### src/rtl/freq_meter.sv
// Gated frequency/period meter: counts sig_in rising edges over a GATE_CYCLES
// window and captures the period of the last complete sig_in cycle in it.
module freq_meter #(
    parameter logic [31:0] GATE_CYCLES = 32'd1000,
    parameter int unsigned CNT_W       = 16
) (
    input  logic             clk,
    input  logic             reset,
    input  logic             en,
    input  logic             sig_in,
    output logic [CNT_W-1:0] freq_cnt,
    output logic [31:0]      period,
    output logic             ovf,
    output logic             valid,
    output logic             busy
);

    typedef enum logic [1:0] {
        IDLE   = 2'd0,
        ARM    = 2'd1,
        GATE   = 2'd2,
        REPORT = 2'd3
    } state_t;

    localparam logic [CNT_W-1:0] EDGE_MAX = {CNT_W{1'b1}};
    localparam logic [31:0]      PER_MAX  = 32'hFFFF_FFFF;

    state_t           state;
    logic             sig_d;
    logic             rise;
    logic             last_gate;
    logic [31:0]      gate_cnt;
    logic [31:0]      per_cnt;
    logic [31:0]      per_cap;
    logic [CNT_W-1:0] edge_cnt;
    logic             edge_sat;
    logic             per_sat;

    logic [CNT_W-1:0] edge_nxt;
    logic [31:0]      per_cnt_nxt;
    logic [31:0]      per_cap_nxt;
    logic             edge_sat_nxt;
    logic             per_sat_nxt;

    assign rise      = sig_in & ~sig_d;
    assign last_gate = (gate_cnt == (GATE_CYCLES - 32'd1));

    // Window counter updates for one GATE cycle; the first in-window edge
    // only restarts the period count so a single-edge window reports 0.
    always_comb begin
        edge_nxt     = edge_cnt;
        edge_sat_nxt = edge_sat;
        per_cnt_nxt  = per_cnt;
        per_cap_nxt  = per_cap;
        per_sat_nxt  = per_sat;
        if (rise) begin
            if (edge_cnt == EDGE_MAX) begin
                edge_sat_nxt = 1'b1;
            end else begin
                edge_nxt = edge_cnt + CNT_W'(1);
            end
            if (edge_cnt != {CNT_W{1'b0}}) begin
                per_cap_nxt = per_cnt;
            end else begin
                per_cap_nxt = per_cap;
            end
            per_cnt_nxt = 32'd1;
        end else begin
            if (per_cnt == PER_MAX) begin
                per_sat_nxt = 1'b1;
            end else begin
                per_cnt_nxt = per_cnt + 32'd1;
            end
        end
    end

    // Measurement FSM with registered results and strobes.
    always_ff @(posedge clk) begin
        if (reset) begin
            state    <= IDLE;
            sig_d    <= 1'b1;
            gate_cnt <= 32'd0;
            per_cnt  <= 32'd0;
            per_cap  <= 32'd0;
            edge_cnt <= {CNT_W{1'b0}};
            edge_sat <= 1'b0;
            per_sat  <= 1'b0;
            freq_cnt <= {CNT_W{1'b0}};
            period   <= 32'd0;
            ovf      <= 1'b0;
            valid    <= 1'b0;
            busy     <= 1'b0;
        end else begin
            sig_d <= sig_in;
            valid <= 1'b0;
            case (state)
                IDLE: begin
                    if (en) begin
                        state <= ARM;
                        busy  <= 1'b1;
                    end
                end
                ARM: begin
                    if (!en) begin
                        state <= IDLE;
                        busy  <= 1'b0;
                    end else if (rise) begin
                        state    <= GATE;
                        gate_cnt <= 32'd0;
                        per_cnt  <= 32'd1;
                        per_cap  <= 32'd0;
                        edge_cnt <= {CNT_W{1'b0}};
                        edge_sat <= 1'b0;
                        per_sat  <= 1'b0;
                    end
                end
                GATE: begin
                    gate_cnt <= gate_cnt + 32'd1;
                    edge_cnt <= edge_nxt;
                    edge_sat <= edge_sat_nxt;
                    per_cnt  <= per_cnt_nxt;
                    per_cap  <= per_cap_nxt;
                    per_sat  <= per_sat_nxt;
                    // Completing the window wins over a simultaneous en drop.
                    if (last_gate) begin
                        state    <= REPORT;
                        freq_cnt <= edge_nxt;
                        period   <= per_cap_nxt;
                        ovf      <= edge_sat_nxt | per_sat_nxt;
                        valid    <= 1'b1;
                    end else if (!en) begin
                        state <= IDLE;
                        busy  <= 1'b0;
                    end
                end
                REPORT: begin
                    if (en) begin
                        state <= ARM;
                    end else begin
                        state <= IDLE;
                        busy  <= 1'b0;
                    end
                end
                default: begin
                    state <= IDLE;
                    busy  <= 1'b0;
                end
            endcase
        end
    end

endmodule

### config.mk
export PLATFORM = sky130hd
export DESIGN_NAME = freq_meter
export DESIGN_NICKNAME = d
export VERILOG_FILES = /design/src/rtl/freq_meter.sv
export SDC_FILE = /design/constraint.sdc
export NUM_CORES = 1
export LEC_CHECK = 0
export BUFFER_PORTS_ARGS = -buffer_cell sky130_fd_sc_hd__buf_2
export CORE_AREA = 2 2 149 151
export DETAILED_ROUTE_END_ITERATION = 10
export DIE_AREA = 0 0 151 153
export SYNTH_ARGS = -nofsm -noshare
export SYNTH_HDL_FRONTEND = slang
export SYNTH_SLANG_ARGS = --single-unit
export TNS_END_PERCENT = 10
### constraint.sdc
create_clock -name clk -period 5.1 [get_ports clk]
set_clock_uncertainty 0.15 [all_clocks]
set_input_delay 0 -clock clk [delete_from_list [all_inputs] [get_ports clk]]
set_output_delay 0 -clock clk [all_outputs]
set_load 0.01 [all_outputs]
==> results by stage, run 1 <==
Die:
- The effective utilization at floorplan is 39.66%.
- 55 I/O pins were placed.
- In this run the horizontal extent of the chip is 151 um.
- The site row count is 54.
- The die covers 23100 um2.
- The height of the chip is 153 um.
- The standard cell core area is 21490 um2.

Clock network:
- The TritonCTS buffer count is 17.
- CTS built an H-tree with a depth of 4.
- In this run the deepest clock path goes through 2 buffers.
- The buffer cell driving the clock tree root is clkbuf_16.
- The clock latency reported for the late side of the worst-skew pair is 430 ps.
- The clock-pin slew of the registers on the worst-case setup and hold paths is 60 ps.
- Once the clock tree was built, the setup fixing pass inserted 0 buffers.
- The sink count of the clock tree is 168.
- TritonCTS built the clock tree.

Critical path:
- STA classifies the critical path startpoint as a flop.
- The endpoint arrival time on the critical path is 3260 ps.
- The critical path capture point type is a flop.
- The maximum fanout along the worst path is 19.
- The worst setup path is of the reg -> reg kind.
- The data required time at the worst endpoint is 5220 ps.

Synthesis:
- The xor and xnor fraction of the mapped netlist area is 1.028%.
- Summing the areas of all compound-gate instances in the mapped netlist gives 21.22% of the synthesized area.
- The sequential-to-total area share from yosys stat is 39.47%.
- By area, the combinational part of the netlist is dominated by simple AND/OR/NAND/NOR gates.
- Yosys printed 0 warnings.
- After synthesis, the mean cell area works out to 8.446 um2.
- The cell area that synthesis handed to floorplanning was 8522 um2.
- Synthesis produced a netlist whose cell count is 1009.
- Of the post-synthesis cell area, the part taken by muxes is 4.933%.
- For this run, asynchronously set or reset flops after synthesis account for 0%.
- The prevailing post-synth register cell is dfxtp_1.
- The flip-flop and latch count after synthesis is 168.
- The synthesized-area fraction occupied by and/or/nand/nor cells is 25.78%.
- Of the total synthesized cell area, the portion taken by full adders, half adders and majority gates is 0.5873%.
- The number of synthesized flops with an enable pin is 0.
- The number of nets in the synthesized netlist is 1017.
- Synthesis instantiated 79 different standard cells from the library.

Placed design:
- The final RePlAce weighted congestion is 0.8574.
- The HPWL reported at the end of detailed placement is 13.12 mm.
- The count of buffers inserted at the top-level ports is 54.
- The placed standard-cell area is 8751 um2.

GRT:
- After global routing the overflow that remains totals 0.
- The number of global-route vias before repair was 6813.
- Entering global routing, the biggest net connects 98 pins.
- The number of antenna violations at the first check in global routing came to 0.
- The global-route wire length before repair is 35.29 mm.
- Global routing used 18.53% of the available tracks across all layers.

Power:
- Of the total power, the share spent switching nets is 20.61%.
- Sequential cells account for 48.5% of the total power.
- The cell internal power dissipation is 2.156 mW.
- The fraction of power consumed by combinational cells is 1.8%.
- The power density normalized to cell area is 289.3 nW/um2.
- The peak ir drop on the vdd network is 0.2029 mV.
- The clock network is responsible for 49.7% of the overall power.
- The leakage power total is 3.062 nW.
- The design draws 2.716 mW.
- The net switching power of the design is 559.6 uW.

STA:
- The transition time of the tightest slew-check pin is 1209 ps.
- For this run, the top clock speed supported by timing is 318.4 MHz.
- The post-route minimum period is 3141 ps.
- In the final timing run, aggregate negative setup slack is 0 ps.
- The number of failing hold endpoints at the final stage is 0.
- The max-slew headroom at the worst pin is 19.20%.
- Setup repair after global routing left no endpoint under its margin.
- The final max-slew violation count came to 0.
- After layout, the worst path uses 61.59% of the clock period.
- Setup violations remaining at the end of the flow were counted as 0.

Finish:
- The area growth from synthesis to layout is 10.16%.
- The fraction of layout instances using a drive strength above 1 is 13.89%.
- The net count reported at finish is 1010.
- The number of antenna diodes is 0.
- Summing all non-filler instances in the final layout gives an area of 9388 um2.

Routing:
- The count of nets left with antenna violations after detail routing is 0.
- Dividing the detail-routed via count by the number of cells gives 5.821.
- The first detailed-routing pass took 7 iterations.
- The number of DRC violations after detailed-routing iteration 0 is 437.
- The post-detailed-route wirelength per cell is 16.48 um.
- The residual DRC count is 0.
- For this block, the routed nets add up to 21.34 mm of wire.
- The vias after detailed routing is 7538.

Run status:
- The flow ran to the end, and the final reports show no timing, DRC or antenna violations.

Hold path:
- The min-delay analysis places its worst path in the category in -> reg.

Flow run:
- The total of max-cap violations is 0.
## final timing paths
path | from | to | cells after the start | slack (ps)
worst max-delay path | per_cnt[0] | per_cnt[12] | 6 | 1960
worst min-delay path | sig_in | sig_d | 3 | 180
worst max register to register | per_cnt[0] | per_cnt[12] | 6 | 1960
worst min register to register | freq_cnt[11] | freq_cnt[11] | 2 | 320
## power by group through the flow
stage / combinational, mW / clock (mW) / sequential (mW)
after floorplan: 0.0341 / 0 / 1.35
after global placement: 0.0478 / 0 / 1.35
after detailed placement: 0.0482 / 0 / 1.35
after CTS: 0.0500 / 1.38 / 1.32
after global routing: 0.0533 / 1.44 / 1.32
final: 0.0492 / 1.35 / 1.32
## layout make-up
cell class,count,area (um2)
Clock buffer,24,461.7
Timing Repair Buffer,70,400.4
Tap cell,280,350.3
Multi-Input combinational cell,727,4599
Inverter,18,67.56
Sequential cell,168,3363
Fill cell,2193,12100
Clock inverter,8,145.1
## stage by stage
stage / instances / setup WS [ps] / hold WS (ps) / utilization (%)
after global placement: 1260 / 2060 / 72.29 / 40.73
after global routing: 1295 / 1716 / 194.4 / 43.69
after detailed placement: 1260 / 1990 / 75.13 / 40.73
after floorplan: 1009 / 2886 / -43.42 / -
after CTS: 1295 / 1972 / 163.9 / 43.69
final: 1295 / 1959 / 179.6 / 43.69
## state kept, by name, indices dropped and copies added, names as in the netlist
name      count
gate_cnt     32
per_cap      32
per_cnt      32
period       32
edge_cnt     16
freq_cnt     16
state         2
busy          1
edge_sat      1
ovf           1
per_sat       1
sig_d         1
valid         1
## metal layers
metal	part of all wire [%]	track usage, %	routed length, um	vias to the layer above
met1	48	25.75	10310	3551
met4	1.2	4.584	261	0
met5	0	0	0	-
met2	46	29.37	9889	182
met3	4.1	3.821	879	18
li1	-	-	-	3787
## cells by family (layout without fill, tap and decap cells)
family	count (synthesis)	in the layout
AO/OA/AOI/OAI	262	262
XOR/XNOR	10	10
adder cells (fa/ha/maj)	4	4
buffers and inverters	114	120
flip-flops	168	168
multiplexers	41	41
AND/OR/NAND/NOR	410	410
## cells in the mapped netlist, types with 9 or more instances
cell | number | area (um2)
or3_1 | 14 | 87.58
nand3_1 | 44 | 220.2
o21ai_0 | 30 | 150.1
dfxtp_1 | 168 | 3363
nor2_1 | 109 | 409.1
buf_2 | 24 | 120.1
a21oi_1 | 61 | 305.3
nor4_1 | 16 | 100.1
or4_1 | 10 | 75.07
clkbuf_1 | 46 | 172.7
a211oi_1 | 39 | 292.8
a31oi_1 | 49 | 306.5
inv_1 | 18 | 67.56
a41oi_1 | 9 | 78.83
o211ai_1 | 10 | 75.07
nand4_1 | 38 | 237.7
a311oi_1 | 15 | 131.4
mux2i_1 | 33 | 330.3
nor3_1 | 18 | 90.09
nand2_1 | 71 | 266.5
and3_1 | 39 | 244.0
## critical path, cell delays in order, from the launching register on
cell,delay (ps)
dfxtp_1,440
ha_1,290
nand3_4,150
nor4_1,500
nand4bb_1,830
a41oi_1,550
a311oi_2,80
## cells in the final DEF (no fill, tap or decap), drive strengths merged, types with 7 or more instances in the layout
master	n
dfxtp	168
nor2	112
nand2	71
buf	67
a21oi	61
a31oi	49
nand3	45
and3	42
a211oi	40
nand4	40
mux2i	33
o21ai	33
clkbuf	24
a311oi	21
nor4	20
nor3	19
inv	18
or3	15
or4	11
o211ai	10
and4	9
a41oi	9
nand2b	8
mux2	8
xor2	7
## repair_timing
action	in CTS	in global routing
hold buffers	3	0
endpoints found under the hold margin	41	0
resized for setup	0	0
No activity file was read; power rests on OpenSTA's default activity.
==> run 2: changes to the inputs <==
Clock period 5.1 ns to 2.9 ns, I/O delays scaled along.
==> run 2 against run 1 <==
Effect of this change: highest routed layer unchanged; largest power group is now registers; worst setup slack got worse by 1700 ps; first-iteration DRC count grew 25%; final area up 1.8%; die area unchanged; via count up 0.72%; total power grew 65%; non-clock buffer count increased by 22; largest cell class unchanged; core utilization is 0.77 points higher; sequential power up 75%; global-route usage barely moved; critical endpoint is now edge_cnt[8].
==> results by stage, run 2 (synthesis gave the netlist of run 1 again) <==
Power:
- In this run the power spent charging and discharging nets is 1.017 mW.
- Power comes to 4.479 mW.
- The power density normalized to cell area is 468.8 nW/um2.
- The cell internal power dissipation is 3.462 mW.
- Per report_power, the sequential group accounts for 51.7% of the total.
- Combinational cells account for 2.0% of the total power.
- The clock network accounts for 46.3% of the total power.
- The worst-case IR drop observed on VDD is 0.3812 mV.
- Summed over all cells, the static leakage comes to 3.179 nW.
- Net switching is 22.70% of the power.

STA:
- Setup repair after global routing left no endpoint under its margin.
- The final count of negative-setup-slack endpoints is 0.
- The transition time of the tightest slew-check pin is 761.0 ps.
- The final-layout worst hold slack is 4.638 ps.
- The post-route minimum period is 2603 ps.
- The part of the cycle the worst path needs is 89.77%.
- The final max-slew violation count is 0.
- In this run the tightest slew margin relative to its limit is 49.27%.
- Derived from the worst setup path, the maximum achievable clock frequency is 384.1 MHz.
- The number of failing hold endpoints at the final stage is 0.
- Adding up every negative setup slack in the final design gives 0 ps.

Hold path:
- The worst hold path belongs to the class in -> reg.
- The end point of the worst hold path is per_cap[16].
- The instance count along the most critical hold path is 3.
- The beginning of the worst hold path is reset.

Finish:
- The library cells used most frequently in the layout, excluding fill and tap cells, are dfxtp_1, nor2_1, nand2_1.
- Leaving out fill and tap cells, the most frequent cell in the layout is dfxtp_1.
- Cells with a size suffix above 1 make up 16.39% of the layout.
- At the end of the flow, the number of nets in the layout was 1032.
- The number of antenna diodes in the final layout is 0.
- The count of filler cells inserted in the layout is 2194.
- Once layout is complete, the cells apart from fillers number 1317.
- The area growth from synthesis to layout is 12.10%.

Routing:
- The residual DRC count is 0.
- The vias after detailed routing is 7592.
- The count of nets left with antenna violations once routing finished came out at 0.
- For this run, the detailed router's first-pass iteration total came to 9.
- The vias per cell is 5.765.
- The number of DRC violations after detailed-routing iteration 0 is 546.
- In the final routed layout, each cell accounts on average for 16.03 um.
- The final routed wirelength across all metal layers is 21.11 mm.

Critical path:
- The worst reg-to-reg path cell count is 6.
- The data required time at the worst endpoint is 3020 ps.
- The critical path launch point type is a flop.
- The internal reg-to-reg setup slack is 300 ps.
- Of all nets on the critical path, the largest fanout is 17.
- STA classifies the critical path endpoint as a flop.
- The startpoint of the most critical register-to-register path is edge_cnt[0].
- The start-to-end type of the worst setup path is reg -> reg.
- The worst register-to-register path ends at edge_cnt[8].
- The endpoint arrival time on the critical path is 2730 ps.

Clock network:
- In this run, CTS created clock tree buffers numbering 17.
- The sink count of the clock tree is 168.
- After clock tree synthesis, the flow added hold-fix buffers numbering 2.
- The tree is rooted in a clkbuf_16.
- The number of buffers added for setup after CTS is 0.
- The number of levels in the clock H-tree is 4.
- The post-cts resize count is 0.
- TritonCTS built the clock tree.
- The buffer depth of the longest clock path is 2.
- The clock latency reported for the late side of the worst-skew pair is 420 ps.
- The clock-pin slew of the registers on the worst-case setup and hold paths is 60 ps.

GRT:
- Entering global routing, the biggest net connects 153 pins.
- The overall track demand over capacity in global routing is 18.53%.
- The final global-route overflow total is 0.
- The number of global-route vias before repair is 6891.
- The number of antenna violations at the first check in global routing was 0.
- The first global-routing pass estimated 35.47 mm of wire.

Placed design:
- The final RePlAce weighted congestion is 0.8687.
- Once placement completed, the tool counted placed cells totaling 1283.
- The count of buffers inserted at the top-level ports is 54.
- Detailed placement finished with a half-perimeter wire length of 13.43 mm.

Die:
- The horizontal die dimension is 151 um.
- The standard cell core area is 21490 um2.
- The site row count is 54.
- The height of the chip is 153 um.
- The effective utilization at floorplan is 39.66%.
- The overall die area is 23100 um2.
- The boundary pin count is 55.

Run status:
- The flow ran to the end, and the final reports show no timing, DRC or antenna violations.

Flow run:
- Max-cap violations in this run came to 0.
==> run 2: cell count changes in the layout (fill, tap and decap cells not counted) <==
cell	change
buf_12	+6
buf_4	+17
bufinv_16	-4
clkbuf_1	-6
clkbuf_8	+1
clkinv_2	+6
clkinv_4	+3
dlygate4sd3_1	-1
==> run 2: routing by layer <==
layer  up-vias  GRT usage [%]  routed length, um
li1       3819              -                  -
met1      3607          25.69              10270
met5         -              0                  0
met4         0          4.317                201
met2       149          29.81               9891
met3        17          3.493                748
==> run 2: worst max-delay path: stages, from the launching register on <==
cell and delay (ps):
dfxtp_1 410, ha_1 220, nand4_1 150, or4_1 840
and2_1 360, a41oi_1 240, a311oi_1 70
==> run 2: power groups by stage <==
stage | clock (mW) | sequential (mW) | combinational [mW]
2_1_floorplan | 0 | 2.37 | 0.0600
3_3_place_gp | 0 | 2.37 | 0.0882
3_5_place_dp | 0 | 2.37 | 0.0885
4_1_cts | 2.14 | 2.31 | 0.0903
5_1_grt | 2.22 | 2.31 | 0.0976
6_report | 2.07 | 2.31 | 0.0893
==> run 2: worst max-delay path by stage <==
stage / from / endpoint / slack, ps / cells after the start
after floorplan: per_cnt[0] / per_cnt[0] / 690 / 9
after global placement: edge_cnt[0] / edge_cnt[2] / 370 / 6
after CTS: edge_cnt[0] / edge_cnt[8] / 330 / 6
after global routing: edge_cnt[0] / edge_cnt[2] / 130 / 6
after detailed placement: edge_cnt[0] / edge_cnt[8] / 340 / 6
final: edge_cnt[0] / edge_cnt[8] / 300 / 6
==> run 2: through the flow <==
step / utilization (%) / instance area, um2 / setup slack (ps)
floorplan: - / 8522 / 686.1
CTS: 44.46 / 9553 / 330.3
global placement: 41.88 / 8999 / 367.3
finish: 44.46 / 9553 / 296.7
detailed placement: 41.88 / 8999 / 339.6
global route: 44.46 / 9553 / 128.6
==> run 2: final cells by class <==
class | count | area, um2 | share of cell area (%)
multi-input cells | 727 | 4599 | 48.15
flip-flops and latches | 168 | 3363 | 35.21
repair buffers | 92 | 638.1 | 6.680
well taps | 280 | 350.3 | 3.667
clock inverters | 13 | 81.33 | 0.8513
inverters | 18 | 67.56 | 0.7073
clock buffers | 19 | 452.9 | 4.741
==> run 3: changes to the inputs <==
Settings changed: CORE_AREA 2 2 149 151 to 10 10 157 159, DIE_AREA 0 0 151 153 to 0 0 167 169.
==> run 3 against run 2 <==
Effect of this change: the run now ends with hold timing left; core utilization increased by 0.21 points; maximum frequency is 0.62% lower; final area rose by 0.80%; combinational power fell by 0.4%; final cell count unchanged; count of clock-buffer cells in the layout up 3; largest power group is now clock; sequential power about the same; die area is 22% higher; flip-flop and latch count did not move; global-route usage is 3.3 points lower; critical path type unchanged.
==> results by stage, run 3 (synthesis gave the netlist of run 1 again) <==
Run status:
- The flow ran to the end, but the final reports show violations.
- The checks that failed: hold timing.

Power:
- Total power for the finished layout comes to 4.829 mW.
- The leakage power total is 3.193 nW.
- The worst-case IR drop observed on VDD is 0.3653 mV.
- The power density normalized to cell area is 501.5 nW/um2.

Hold path:
- For hold timing, the worst endpoint is per_cap[12].
- The kind of path behind the tightest hold check is in -> reg.
- Along the worst hold path, the cell count comes to 3.
- The beginning of the worst hold path is reset.

Die:
- The site row count is 54.
- The horizontal die dimension is 167 um.
- In this run the standard cell core region covers 21550 um2.
- The boundary pin count is 55.
- The die covers 28220 um2.
- In this run the vertical extent of the chip is 169 um.
- The effective utilization at floorplan is 39.54%.

GRT:
- The number of antenna violations at the first check in global routing is 0.
- The number of global-route vias before repair is 7020.
- The first global-routing pass estimated 37.00 mm of wire.
- The pin count of the biggest net entering global routing is 153.
- The final global-route overflow total is 0.
- The overall track demand over capacity in global routing is 15.26%.

Clock network:
- The TritonCTS buffer count is 17.
- The clock tree from TritonCTS is built.
- Counting every sink on the clock net gives 168.
- In this run the number of H-tree levels came out at 4.
- The root buffer cell chosen for the clock tree is clkbuf_16.
- The buffer depth of the longest clock path is 2.
- At the later pin of the worst-skew pair, clock insertion delay measures 430 ps.
- The clock-pin slew of the registers on the worst-case setup and hold paths is 70 ps.
- The post-cts resize count is 0.

Critical path:
- The endpoint identified for the worst register-to-register timing path is edge_cnt[2].
- The startpoint of the most critical register-to-register path is edge_cnt[0].
- The data required time at the worst endpoint is 3090 ps.
- The worst setup path is launched from a flop.
- The worst reg-to-reg path cell count is 6.
- The setup check on the worst reg-to-reg path leaves a slack of 280 ps.
- Data on the critical path arrives at its endpoint at 2810 ps.
- The critical path in this run is classified as reg -> reg.
- In this run the worst path has a maximum fanout of 17.
- The worst setup path is captured at a flop.

Finish:
- The number of antenna diodes is 0.
- The synthesis-to-layout area growth is 12.99%.
- The filler cells instantiated in the layout total 2088.
- After routing the design area is 9629 um2.
- Cells with a size suffix above 1 make up 16.39% of the layout.
- Leaving out fill and tap cells, the most frequent cell in the layout is dfxtp_1.
- The net count reported at finish is 1032.
- Leaving out fill and tap cells, the most frequent cells in the layout are dfxtp_1, nor2_1, nand2_1.

Routing:
- After detailed routing, the average wire length per cell comes to 16.63 um.
- The residual DRC count is 0.
- The routed layout has 7651 vias.
- The number of iterations in the first detailed-routing pass is 5.
- After detailed routing, the number of vias per cell comes to 5.809.
- For this block, the initial DRC count from the detailed router was 669.
- The final routed wirelength across all metal layers is 21.90 mm.
- Once detail routing completed, the nets flagged for antenna violations numbered 0.

STA:
- Based on the critical path, the design can be clocked at up to 381.8 MHz.
- Headroom to the max-slew limit came out at 48.06%.
- The transition time of the tightest slew-check pin is 779.1 ps.
- Adding up every negative setup slack in the final design gives 0 ps.
- Subtracting the final worst setup slack from the clock period gives 2620 ps.
- The final max-slew violation count was 0.
- The final-layout worst hold slack is -10.55 ps.
- Setup repair after global routing left no endpoint under its margin.
- The final count of negative-setup-slack endpoints is 0.
- The part of the cycle the worst path needs is 90.33%.
- The number of failing hold endpoints at the final stage is 1.

Flow run:
- Across the run, the number of max-cap violations was 0.

Placed design:
- The placed standard-cell area is 8974 um2.
- The final RePlAce weighted congestion is 0.8401.
- The count of buffers inserted at the top-level ports is 54.
- The HPWL reported at the end of detailed placement is 13.89 mm.
==> run 3: cell types whose count changed in the layout (fill, tap and decap cells not counted) <==
cell        delta
buf_12         -2
buf_4          +2
bufinv_16      +3
clkbuf_8       +3
clkinv_2       -7
clkinv_4       -2
clkinvlp_4     +3
==> run 3: what timing repair did <==
action / 4_1_cts / 5_1_grt
endpoints found under the setup margin: 0 / 0
hold buffers: 2 / 0
setup buffers: 0 / 0
hold endpoints to repair: 4 / 0
==> run 3: critical path, stage by stage (launching register included) <==
cell and delay, ps:
dfxtp_1 420, ha_1 230, nand4_1 160, or4_1 850, and3_4 330, nand2b_1 140
a311oi_1 260
==> run 3: per-layer routing <==
metal / up-vias / share of wire, % / GRT usage [%]
met5: - / 0 / 0
met4: 0 / 1.1 / 4.162
met3: 18 / 4.9 / 3.173
met2: 185 / 45 / 23.70
met1: 3631 / 49 / 20.93
li1: 3817 / - / -
==> run 3: worst max path at each step <==
stage	start	slack, ps	depth (start not counted)	end
6_report	edge_cnt[0]	280	6	edge_cnt[2]
5_1_grt	edge_cnt[0]	150	6	edge_cnt[2]
4_1_cts	edge_cnt[0]	320	6	edge_cnt[2]
3_5_place_dp	edge_cnt[0]	320	6	edge_cnt[2]
3_3_place_gp	edge_cnt[0]	360	6	edge_cnt[6]
2_1_floorplan	per_cnt[0]	690	9	per_cnt[0]
==> run 3: power by group <==
group / internal (mW) / switching (mW)
Sequential: 2.31 / 0.00411
Combinational: 0.0198 / 0.0691
Clock: 1.47 / 0.957
==> run 3: through the flow <==
step                      utilization [%]  worst slack [ps]  hold slack (ps)  instances
after floorplan                         -             686.1           -43.42       1009
after global placement              41.63             357.1            69.98       1283
after detailed placement            41.63             323.0            75.40       1283
after CTS                           44.68             322.9            40.02       1317
after global routing                44.68             149.3            70.78       1317
final                               44.68             280.5           -10.55       1317
==> run 3: layout make-up <==
cell class / count / area [um2] / share of cell area, %
multi-input combinational: 727 / 4599 / 47.77
sequential: 168 / 3363 / 34.93
timing repair buffer: 92 / 613.1 / 6.367
clock buffer: 22 / 494.2 / 5.133
tap: 280 / 350.3 / 3.638
clock inverter: 10 / 141.4 / 1.468
inverter: 18 / 67.56 / 0.7017
